<file path="src/rtl/delay_line_param_pkg.sv">
// ---------------------------------------------------------------------------
// delay_line_param_pkg
// Shared helpers and default widths for the parametrised pixel delay line.
//   clog2_safe : ceil(log2(n)) with a floor of 1, so single-entry buffers and
//                single-value selects still get a 1-bit field.
//   PTR_W      : pointer width for the default maximum depth.
//   SEL_W      : delay_sel width for the default maximum depth.
// ---------------------------------------------------------------------------
package delay_line_param_pkg;

    function automatic int clog2_safe(input int n);
        int r;
        r = $clog2(n);
        return (r < 1) ? 1 : r;
    endfunction

    localparam int DEF_MAX_DEPTH = 16;
    localparam int PTR_W         = clog2_safe(DEF_MAX_DEPTH);
    localparam int SEL_W         = clog2_safe(DEF_MAX_DEPTH + 1);

endpackage

</file>
<file path="src/rtl/delay_line_param_if.sv">
// ---------------------------------------------------------------------------
// delay_line_param_if
// Stream-side bundle of the delay line.
//   per_clken  : sample enable, line advances only when 1
//   aclr       : synchronous flush
//   delay_sel  : requested delay in enabled cycles
//   din        : packed input, channel c at [c*DATA_W +: DATA_W]
//   dout       : registered delayed samples
//   dout_valid : dout updated by an enabled advance while primed
//   primed     : enough samples written for the current delay
// master = upstream driver / observer, slave = the delay line itself.
// ---------------------------------------------------------------------------
interface delay_line_param_if #(
    parameter int DATA_W    = 10,
    parameter int NUM_CH    = 1,
    parameter int MAX_DEPTH = 16
) ();
    import delay_line_param_pkg::*;

    localparam int SW = clog2_safe(MAX_DEPTH + 1);

    logic                     per_clken;
    logic                     aclr;
    logic [SW-1:0]            delay_sel;
    logic [NUM_CH*DATA_W-1:0] din;
    logic [NUM_CH*DATA_W-1:0] dout;
    logic                     dout_valid;
    logic                     primed;

    modport master (
        output per_clken, aclr, delay_sel, din,
        input  dout, dout_valid, primed
    );

    modport slave (
        input  per_clken, aclr, delay_sel, din,
        output dout, dout_valid, primed
    );

endinterface

</file>
<file path="src/rtl/delay_line_param_ctrl.sv">
// ---------------------------------------------------------------------------
// delay_ctrl
// Shared control for all channels of the delay line: delay clamp, write
// pointer, read index, fill counter, delay-change detect, primed and
// dout_valid.
//   clk, rst        : clock, synchronous active-high reset
//   aclr            : synchronous flush (same effect as rst, lower priority)
//   per_clken       : sample enable
//   delay_sel       : requested delay, clamped to 1..MAX_DEPTH
//   flush           : rst or aclr this cycle
//   adv             : buffers write and dout registers update this cycle
//   bypass          : effective delay is 1, dout takes din directly
//   primed_next     : value primed takes on this edge (zero-fill select)
//   wr_ptr, rd_ptr  : buffer write / read indices
//   primed          : registered fill qualification
//   dout_valid      : registered output qualifier
// ---------------------------------------------------------------------------
module delay_ctrl
    import delay_line_param_pkg::*;
#(
    parameter  int MAX_DEPTH = 16,
    localparam int AW        = clog2_safe(MAX_DEPTH),
    localparam int SW        = clog2_safe(MAX_DEPTH + 1)
) (
    input  logic          clk,
    input  logic          rst,
    input  logic          aclr,
    input  logic          per_clken,
    input  logic [SW-1:0] delay_sel,
    output logic          flush,
    output logic          adv,
    output logic          bypass,
    output logic          primed_next,
    output logic [AW-1:0] wr_ptr,
    output logic [AW-1:0] rd_ptr,
    output logic          primed,
    output logic          dout_valid
);

    logic [SW-1:0] d_eff;
    logic [SW-1:0] d_q;
    logic [SW-1:0] fill_cnt;
    logic [SW-1:0] fill_inc;
    logic [SW-1:0] fill_next;
    logic          chg;
    logic [SW:0]   wp_x;
    logic [SW:0]   dm1_x;
    logic [SW:0]   rd_x;

    always_comb begin
        d_eff = delay_sel;
        if (delay_sel == '0) begin
            d_eff = SW'(1);
        end else if (delay_sel > SW'(MAX_DEPTH)) begin
            d_eff = SW'(MAX_DEPTH);
        end
    end

    assign flush  = rst | aclr;
    assign adv    = per_clken & ~flush;
    assign bypass = (d_eff == SW'(1));

    // d_q holds last cycle's effective delay; any difference restarts the
    // output qualification without touching the buffer or pointer.
    assign chg = (d_eff != d_q);

    assign fill_inc = (fill_cnt == SW'(MAX_DEPTH)) ? fill_cnt : fill_cnt + SW'(1);

    always_comb begin
        fill_next   = fill_cnt;
        primed_next = primed;
        if (flush || chg) begin
            fill_next   = '0;
            primed_next = 1'b0;
        end else if (per_clken) begin
            fill_next   = fill_inc;
            primed_next = (fill_inc >= d_eff);
        end
    end

    // Read index = (wr_ptr - (D-1)) mod MAX_DEPTH with an explicit wrap, one
    // bit wider than the select so the add-back of MAX_DEPTH cannot overflow.
    always_comb begin
        wp_x  = (SW+1)'(wr_ptr);
        dm1_x = (SW+1)'(d_eff) - (SW+1)'(1);
        if (wp_x >= dm1_x) begin
            rd_x = wp_x - dm1_x;
        end else begin
            rd_x = wp_x + (SW+1)'(MAX_DEPTH) - dm1_x;
        end
        rd_ptr = AW'(rd_x);
    end

    always_ff @(posedge clk) begin
        d_q <= d_eff;
        if (flush) begin
            wr_ptr     <= '0;
            fill_cnt   <= '0;
            primed     <= 1'b0;
            dout_valid <= 1'b0;
        end else begin
            fill_cnt   <= fill_next;
            primed     <= primed_next;
            dout_valid <= per_clken & primed_next;
            if (per_clken) begin
                wr_ptr <= (wr_ptr == AW'(MAX_DEPTH - 1)) ? '0 : wr_ptr + AW'(1);
            end
        end
    end

endmodule

</file>
<file path="src/rtl/delay_line_param.sv">
// ---------------------------------------------------------------------------
// delay_line_param
// Clock-enabled, multi-channel pixel delay line with run-time delay select,
// synchronous flush, fill tracking and optional zero-fill while not primed.
// Equivalent to a D-stage shift register advanced by per_clken.
//   clk  : system clock
//   rst  : synchronous active-high reset (dominates aclr and per_clken)
//   bus  : slave side of delay_line_param_if (per_clken, aclr, delay_sel,
//          din in; dout, dout_valid, primed out)
// ---------------------------------------------------------------------------
module delay_line_param
    import delay_line_param_pkg::*;
#(
    parameter int DATA_W    = 10,
    parameter int NUM_CH    = 1,
    parameter int MAX_DEPTH = DEF_MAX_DEPTH,
    parameter int ZERO_FILL = 1
) (
    input  logic               clk,
    input  logic               rst,
    delay_line_param_if.slave  bus
);

    localparam int AW = clog2_safe(MAX_DEPTH);

    logic                     flush;
    logic                     adv;
    logic                     bypass;
    logic                     primed_next;
    logic [AW-1:0]            wr_ptr;
    logic [AW-1:0]            rd_ptr;
    logic [NUM_CH*DATA_W-1:0] dout_flat;

    delay_ctrl #(
        .MAX_DEPTH (MAX_DEPTH)
    ) u_ctrl (
        .clk         (clk),
        .rst         (rst),
        .aclr        (bus.aclr),
        .per_clken   (bus.per_clken),
        .delay_sel   (bus.delay_sel),
        .flush       (flush),
        .adv         (adv),
        .bypass      (bypass),
        .primed_next (primed_next),
        .wr_ptr      (wr_ptr),
        .rd_ptr      (rd_ptr),
        .primed      (bus.primed),
        .dout_valid  (bus.dout_valid)
    );

    for (genvar c = 0; c < NUM_CH; c++) begin : g_ch
        logic [DATA_W-1:0] mem [MAX_DEPTH];
        logic [DATA_W-1:0] din_c;
        logic [DATA_W-1:0] dly;
        logic [DATA_W-1:0] q;

        assign din_c = bus.din[c*DATA_W +: DATA_W];

        // Storage is never cleared; flush only resets pointers/qualifiers.
        always_ff @(posedge clk) begin
            if (adv) begin
                mem[wr_ptr] <= din_c;
            end
        end

        // With D=1 the read slot is the one being written this edge, so the
        // incoming sample is forwarded directly.
        always_comb begin
            dly = bypass ? din_c : mem[rd_ptr];
        end

        always_ff @(posedge clk) begin
            if (flush) begin
                q <= '0;
            end else if (adv) begin
                q <= ((ZERO_FILL != 0) && !primed_next) ? '0 : dly;
            end
        end

        assign dout_flat[c*DATA_W +: DATA_W] = q;
    end

    assign bus.dout = dout_flat;

endmodule

</file>
<file path="src/flat_wrapper.sv">
// flat-port wrapper written by rule: the top's interface ports become plain ports
module delay_line_param_flat import delay_line_param_pkg::*;
#(
    parameter int DATA_W    = 10,
    parameter int NUM_CH    = 1,
    parameter int MAX_DEPTH = DEF_MAX_DEPTH,
    parameter int ZERO_FILL = 1
)
  (clk, rst, bus_per_clken, bus_aclr, bus_delay_sel, bus_din, bus_dout, bus_dout_valid, bus_primed);
  delay_line_param_if #(.DATA_W(DATA_W), .NUM_CH(NUM_CH), .MAX_DEPTH(MAX_DEPTH)) bus_i ();
  input  logic clk;
  input  logic rst;
  input wire logic [$bits(bus_i.per_clken)-1:0] bus_per_clken;
  input wire logic [$bits(bus_i.aclr)-1:0] bus_aclr;
  input wire logic [$bits(bus_i.delay_sel)-1:0] bus_delay_sel;
  input wire logic [$bits(bus_i.din)-1:0] bus_din;
  output wire logic [$bits(bus_i.dout)-1:0] bus_dout;
  output wire logic [$bits(bus_i.dout_valid)-1:0] bus_dout_valid;
  output wire logic [$bits(bus_i.primed)-1:0] bus_primed;
  assign bus_i.per_clken = bus_per_clken;
  assign bus_i.aclr = bus_aclr;
  assign bus_i.delay_sel = bus_delay_sel;
  assign bus_i.din = bus_din;
  assign bus_dout = bus_i.dout;
  assign bus_dout_valid = bus_i.dout_valid;
  assign bus_primed = bus_i.primed;
  delay_line_param #(.DATA_W(DATA_W), .NUM_CH(NUM_CH), .MAX_DEPTH(MAX_DEPTH), .ZERO_FILL(ZERO_FILL)) u_core (.clk(clk), .rst(rst), .bus(bus_i));
endmodule
</file>
<file path="config.mk">
export PLATFORM = sky130hd
export DESIGN_NAME = delay_line_param_flat
export DESIGN_NICKNAME = d
export VERILOG_FILES = /design/src/rtl/delay_line_param_pkg.sv /design/src/rtl/delay_line_param_if.sv /design/src/rtl/delay_line_param_ctrl.sv /design/src/rtl/delay_line_param.sv /design/src/flat_wrapper.sv
export SDC_FILE = /design/constraint.sdc
export NUM_CORES = 1
export LEC_CHECK = 0
export ABC_CLOCK_PERIOD_IN_PS = 4100
export CAP_MARGIN = 20
export CORE_MARGIN = 8
export CORE_UTILIZATION = 40
export DETAILED_ROUTE_END_ITERATION = 16
export PLACE_DENSITY = 0.54
export RECOVER_POWER = 25
export SYNTH_ARGS = -nofsm -noshare
export SYNTH_HDL_FRONTEND = slang
export SYNTH_SLANG_ARGS = --single-unit
</file>
<file path="constraint.sdc">
create_clock -name clk -period 4.1 [get_ports clk]
set_clock_uncertainty 0.1 [all_clocks]
set_input_delay 0.82 -clock clk [delete_from_list [all_inputs] [get_ports clk]]
set_output_delay 0.82 -clock clk [all_outputs]
set_load 0.05 [all_outputs]
</file>
==> results.ini, run 1 <==
[status]
outcome = complete, no violations

[grt]
grt.busiest_layer = met2
gr-total-overflow = 0
grt_pass1_wl_microns = 27340
use_met1 = 0.2168
grtUsageTotal = 0.1544
grtUsageMet3 = 0.03511
grt_max_degree = 40
first_global_vias = 4466
antenna_found_initial = 0
use_met2 = 0.2380

[pwr]
fin_total_pwr_w = 0.004201
p_leak_nw = 3.155
vdd_ir_drop_max_mv = 0.4061
powerDensity_mw_per_mm2 = 459.6

[detailed_routing]
vias = 4479
drt_iter0_markers = 343
wl_per_cell_microns = 21.34
drc = 0
avgViaCountPerCell = 5.377
drtAntennaViolNets = 0
drt_first_pass_iters = 4
wl_microns = 17780

[setup_path]
critPathKind = in -> reg
cp_num_buf_inv = 4
cp_data_arrival_time_ps = 4180
end_kind = register
cpMaxStageDelayCell = fa_1
critPathTopFamily = buffers and inverters
crit_path_start_kind = input pin
reg2reg_setup_slack_ps = 780
worstPathCellList = dlygate4sd3_1 -> nor3_1 -> o21ai_1 -> ha_1 -> inv_1 -> fa_1 -> xnor2_4 -> buf_12 -> buf_4 -> nand2_1 -> and3_1 -> nor4_1 -> a221o_1
cp.required_ps = 4380
max_stage_delay_ps = 590
cp_max_fo = 28

[clock_tree]
cts_tree = done
cts_buffer_depth = 2
cts-buffers-inserted = 17
clkLatencyLatePin_ps = 430
clk_pin_slew_ps = 70
ctsHoldBuffers = 0
post-cts-setup-buffer-count = 0
htreeDepth = 4
cts_root_buffer = clkbuf_16
clock-sinks = 186
cts_repair_resize_count = 0

[finish]
final_cell_mix = edfxtp_1, nand2_1, buf_4
drive_gt1_frac = 0.1786
area_growth_pct = 18.86
seq_area_sq_mm = 0.005325
final_util = 0.4870
multiInputGateArea_sq_mm = 0.002230
diodes = 0
fin_cells = 833
layout_commonest_cell = edfxtp_1
nFillCells = 1606
fin_nets = 622

[synthesis]
avgSynthCellArea_sq_um = 14.70
syn_nets = 559
syn_area_sq_mm = 0.007690
synth_warnings = 0
ys_ff_latch = 186
ys_seq_area_frac = 0.6925
synthArstFlopShare = 0
synth.distinct_cells = 50
synth_ff_type = edfxtp_1
synth-edff-count = 160
syn_inst = 523

[placement]
port_buffers = 30
gp_congestion = 0.7541
dp.cells = 801
place_hpwl_microns = 11110

[timing]
fmax_mhz = 256.4
relSlewSlack = 0.5227
maxSlewViolCount = 0
period_share = 0.9511
hold_viol_final = 0
fin_crit_ps = 3900
rsz0062_at_grt = false
setup_viol = 0
tightest_slew_ps = 715.2

[floorplan]
start_util = 0.4097
coreArea_sq_mm = 0.01877
io_pins = 31
die_area_sq_mm = 0.02392
die_w_microns = 154.7
rows = 50
die_y_microns = 154.7

[flow_run]
drv_cap = 0

[hold_path]
holdCritPathClass = reg -> reg

-- power by group --
part | switching [W] | leakage [nW] | internal [W]
Sequential | 0.00000376 | 1.65 | 0.00206
Combinational | 0.000306 | 1.22 | 0.000220
Clock | 0.000751 | 0.288 | 0.000862
-- cells by family (layout without fill, tap and decap cells) --
family          after synthesis  count (layout)  share of synthesized area
compound gates               55              55                    0.05321
buf+inv                      39             115                    0.02147
simple gates                179             179                     0.1089
xor+xnor                     15              15                    0.02115
flops                       186             186                     0.6925
fa+ha+maj                    17              17                    0.02864
mux                          32              32                    0.07419
-- final timing paths --
kind                                                start              endpoint  depth (start not counted)
worst min-delay path                 u_core.u_ctrl.primed  u_core.u_ctrl.primed                          2
worst max register to register  u_core.u_ctrl.fill_cnt[0]    u_core.bus.dout[2]                         11
worst max-delay path                     bus_delay_sel[1]    u_core.bus.dout[2]                         13
worst min register to register       u_core.u_ctrl.primed  u_core.u_ctrl.primed                          2
-- sequential cells by signal (all words and copies together) (netlist names) --
signal / flops
u_core.u_ctrl.wr_ptr: 4
u_core.u_ctrl.fill_cnt: 5
u_core.u_ctrl.d_q: 5
u_core.bus.dout: 10
u_core.g_ch.mem: 160
u_core.u_ctrl.dout_valid: 1
u_core.u_ctrl.primed: 1
-- per-layer routing --
| layer | share of wire | routed length (microns) |
|---|---|---|
| met5 | 0 | 0 |
| met4 | 0.0096 | 170 |
| met3 | 0.047 | 835 |
| met2 | 0.47 | 8333 |
| met1 | 0.47 | 8439 |
-- worst reg2reg max path, stage by stage, from the launching register on --
cell and delay, ps:
dfxtp_1 360, inv_1 110, ha_1 150, nor4bb_1 610, xnor2_1 180, ha_1 300, nand2b_1 90, a211oi_1 60
o21ai_0 420, nand4_4 210, nor4_1 510, a221o_1 170
-- synth_stat cells, drive strengths merged, types with 2 or more instances --
| cell | number | share of area |
|---|---|---|
| edfxtp | 160 | 0.62 |
| nand3 | 23 | 0.015 |
| a32oi | 10 | 0.011 |
| or3 | 2 | 0.0016 |
| ha | 16 | 0.026 |
| inv | 13 | 0.0063 |
| nand4 | 3 | 0.0044 |
| nand2 | 92 | 0.046 |
| nor2b | 2 | 0.0016 |
| mux2i | 12 | 0.016 |
| mux4 | 20 | 0.059 |
| and3 | 10 | 0.0081 |
| nand2b | 3 | 0.0024 |
| o21ai | 4 | 0.0026 |
| clkbuf | 16 | 0.0080 |
| buf | 10 | 0.0072 |
| a31oi | 19 | 0.015 |
| xnor2 | 9 | 0.011 |
| a221o | 10 | 0.013 |
| nor2 | 30 | 0.017 |
| dfxtp | 26 | 0.068 |
| a211oi | 2 | 0.0020 |
| nor3 | 6 | 0.0039 |
| a21oi | 7 | 0.0050 |
| xor2 | 5 | 0.0067 |
-- per-stage QoR --
| stage | TNS (ps) | hold WS [ps] | setup WS, ps | area (sq um) |
|---|---|---|---|---|
| 2_1_floorplan | 0 | 412.3 | 603.8 | 7690 |
| 4_1_cts | 0 | 369.1 | 393.6 | 9148 |
| 5_1_grt | 0 | 386.0 | 130.4 | 9140 |
| 6_report | 0 | 367.5 | 200.4 | 9140 |
| 3_3_place_gp | -111.1 | 353.4 | -83.24 | 8572 |
| 3_5_place_dp | -105.7 | 352.5 | -55.02 | 8572 |
-- area by class of cell --
cell class              count  share of cell area
flip-flops and latches    186              0.5826
multi-input cells         298              0.2439
inverters                  13            0.005339
repair buffers             70             0.07310
clock inverters            15             0.01643
clock buffers              17             0.04654
well taps                 234             0.03203
Power figures use the tool's default switching activity.
==> run 2: changes to the inputs <==
--- a/config.mk
+++ b/config.mk
@@ -8,9 +8,10 @@
 export ABC_CLOCK_PERIOD_IN_PS = 4100
 export CAP_MARGIN = 20
 export CORE_MARGIN = 8
-export CORE_UTILIZATION = 40
+export CORE_UTILIZATION = 57
 export DETAILED_ROUTE_END_ITERATION = 16
-export PLACE_DENSITY = 0.54
+export GPL_ROUTABILITY_DRIVEN = 0
+export PLACE_DENSITY = 0.73
 export RECOVER_POWER = 25
 export SYNTH_ARGS = -nofsm -noshare
 export SYNTH_HDL_FRONTEND = slang
==> run 2 against run 1 <==
Largest cell class unchanged. Fmax is 1.4% higher. Worst hold slack better by 5.7 ps. Register-to-register slack better by 160 ps. Final area is 0.18% higher. Combinational power is 3% higher. Via count is 6.3% higher. Die area is 27% lower. Utilization is 21 points higher. Sequential cell count stayed put. Largest power group unchanged. Non-clock buffer count is 13 higher. Worst setup slack better by 54 ps.
==> results.ini, run 2 (synthesized netlist as in run 1, its figures left out) <==
[timing]
period_share = 0.9380
fin_crit_ps = 3846
worst_slack_ps = 254.0
relSlewSlack = 0.4992
maxSlewViolCount = 0
tightest_slew_ps = 748.9
fmax_mhz = 260.0
hold_viol_final = 0
rsz0062_at_grt = false
setup_viol = 0

[setup_path]
max_stage_delay_ps = 570
critPathKind = in -> reg
endpoint = u_core.bus.dout[4]
cp_max_fo = 14
r2r_end = u_core.bus.dout[4]
startpoint = bus_delay_sel[4]
crit_top_cell = a31oi_1
reg2reg_setup_slack_ps = 940
crit_path_start_kind = input pin
cpMaxStageDelayCell = dlygate4sd3_1
cp.required_ps = 4310
regToRegStartpoint = u_core.u_ctrl.fill_cnt[0]
cp_data_arrival_time_ps = 4060
reg2regPathDepth = 11
worstPathCellList = dlygate4sd3_1 -> inv_2 -> o21ai_1 -> ha_1 -> inv_1 -> fa_1 -> xnor2_4 -> buf_4 -> mux2i_1 -> a32oi_1 -> a31oi_1 -> a31oi_1 -> a221o_1
end_kind = register

[pwr]
powerDensity_mw_per_mm2 = 469.4
fin_total_pwr_w = 0.004298
vdd_ir_drop_max_mv = 0.4773
p_leak_nw = 3.229

[floorplan]
io_pins = 31
start_util = 0.5830
die_w_microns = 132.2
rows = 42
die_y_microns = 132.2
die_area_sq_mm = 0.01746
coreArea_sq_mm = 0.01319

[clock_tree]
clock-sinks = 186
cts_tree = done
htreeDepth = 4
ctsHoldBuffers = 0
clkLatencyLatePin_ps = 430
cts_repair_resize_count = 0
cts_root_buffer = clkbuf_16
post-cts-setup-buffer-count = 0
cts-buffers-inserted = 17
cts_buffer_depth = 2
clk_pin_slew_ps = 70

[grt]
grt_max_degree = 21
antenna_found_initial = 0
grt_pass1_wl_microns = 26810
grtUsageTotal = 0.2055
first_global_vias = 4839
gr-total-overflow = 0

[detailed_routing]
drtAntennaViolNets = 0
drt_first_pass_iters = 5
vias = 4760
wl_per_cell_microns = 22.07
wl_microns = 17400
drt_iter0_markers = 459
drc = 0
avgViaCountPerCell = 6.041

[flow_run]
drv_cap = 0

[finish]
nFillCells = 872
largest_register_ffs = 160
seq_area_sq_mm = 0.005325
multiInputGateArea_sq_mm = 0.002218
diodes = 0
regMostFlops = u_core.g_ch.mem
layout_commonest_cell = edfxtp_1
final_cell_mix = edfxtp_1, nand2_1, buf_4
area_growth_pct = 19.07
drive_gt1_frac = 0.1961
fin_nets = 635

[placement]
dp_slack_ps = -119.0
place_hpwl_microns = 11720
port_buffers = 30

[hold_path]
holdCritPathClass = reg -> reg

[status]
outcome = complete, no violations

## run 2: area by class of cell
cell class,instances,share of cell area
Timing Repair Buffer,83,0.07994
Tap cell,176,0.02405
Clock inverter,15,0.02036
Multi-Input combinational cell,298,0.2423
Sequential cell,186,0.5816
Clock buffer,17,0.04646
Inverter,13,0.005329
## run 2: how the worst min path moves through the flow
stage / startpoint / endpoint / slack (ps) / cells past startpoint
floorplan: u_core.u_ctrl.fill_cnt[4] / u_core.u_ctrl.fill_cnt[4] / 410 / 2
global placement: u_core.u_ctrl.primed / u_core.u_ctrl.primed / 350 / 2
detailed placement: u_core.u_ctrl.primed / u_core.u_ctrl.primed / 360 / 2
CTS: u_core.u_ctrl.primed / u_core.u_ctrl.primed / 380 / 2
global route: u_core.u_ctrl.primed / u_core.u_ctrl.primed / 440 / 2
finish: u_core.u_ctrl.primed / u_core.u_ctrl.primed / 370 / 2
## run 2: routing by layer
layer,share of wire,GRT usage,vias to the layer above
li1,-,-,2131
met1,0.40,0.2552,2380
met2,0.50,0.3303,219
met3,0.072,0.05678,30
met4,0.030,0.09126,0
met5,0,0,-
## run 2: worst max-delay path, delay by kind of cell
kind	cells	cell delay (ps)
AOI/OAI and AO/OA	5	710
xor gates and xnor gates	1	410
adders and majority gates	2	860
buffers and inverters	4	1030
muxes	1	210
## run 2: per-stage QoR
| step | utilization | instances | instance area (sq um) | hold slack, ps | setup TNS, ps |
|---|---|---|---|---|---|
| floorplan | - | 523 | 7690 | 412.3 | 0 |
| global placement | 0.6481 | 756 | 8548 | 353.0 | -419.2 |
| detailed placement | 0.6481 | 756 | 8548 | 355.2 | -596.7 |
| CTS | 0.6945 | 788 | 9160 | 375.9 | 0 |
| global route | 0.6942 | 788 | 9156 | 441.9 | 0 |
| finish | 0.6942 | 788 | 9156 | 373.2 | 0 |
## run 2: power breakdown
part           switching [W]  leakage [nW]  internal, W
clock               0.000718         0.305     0.000974
sequential        0.00000402          1.65      0.00206
combinational       0.000309          1.27     0.000234
total                0.00103          3.23      0.00327
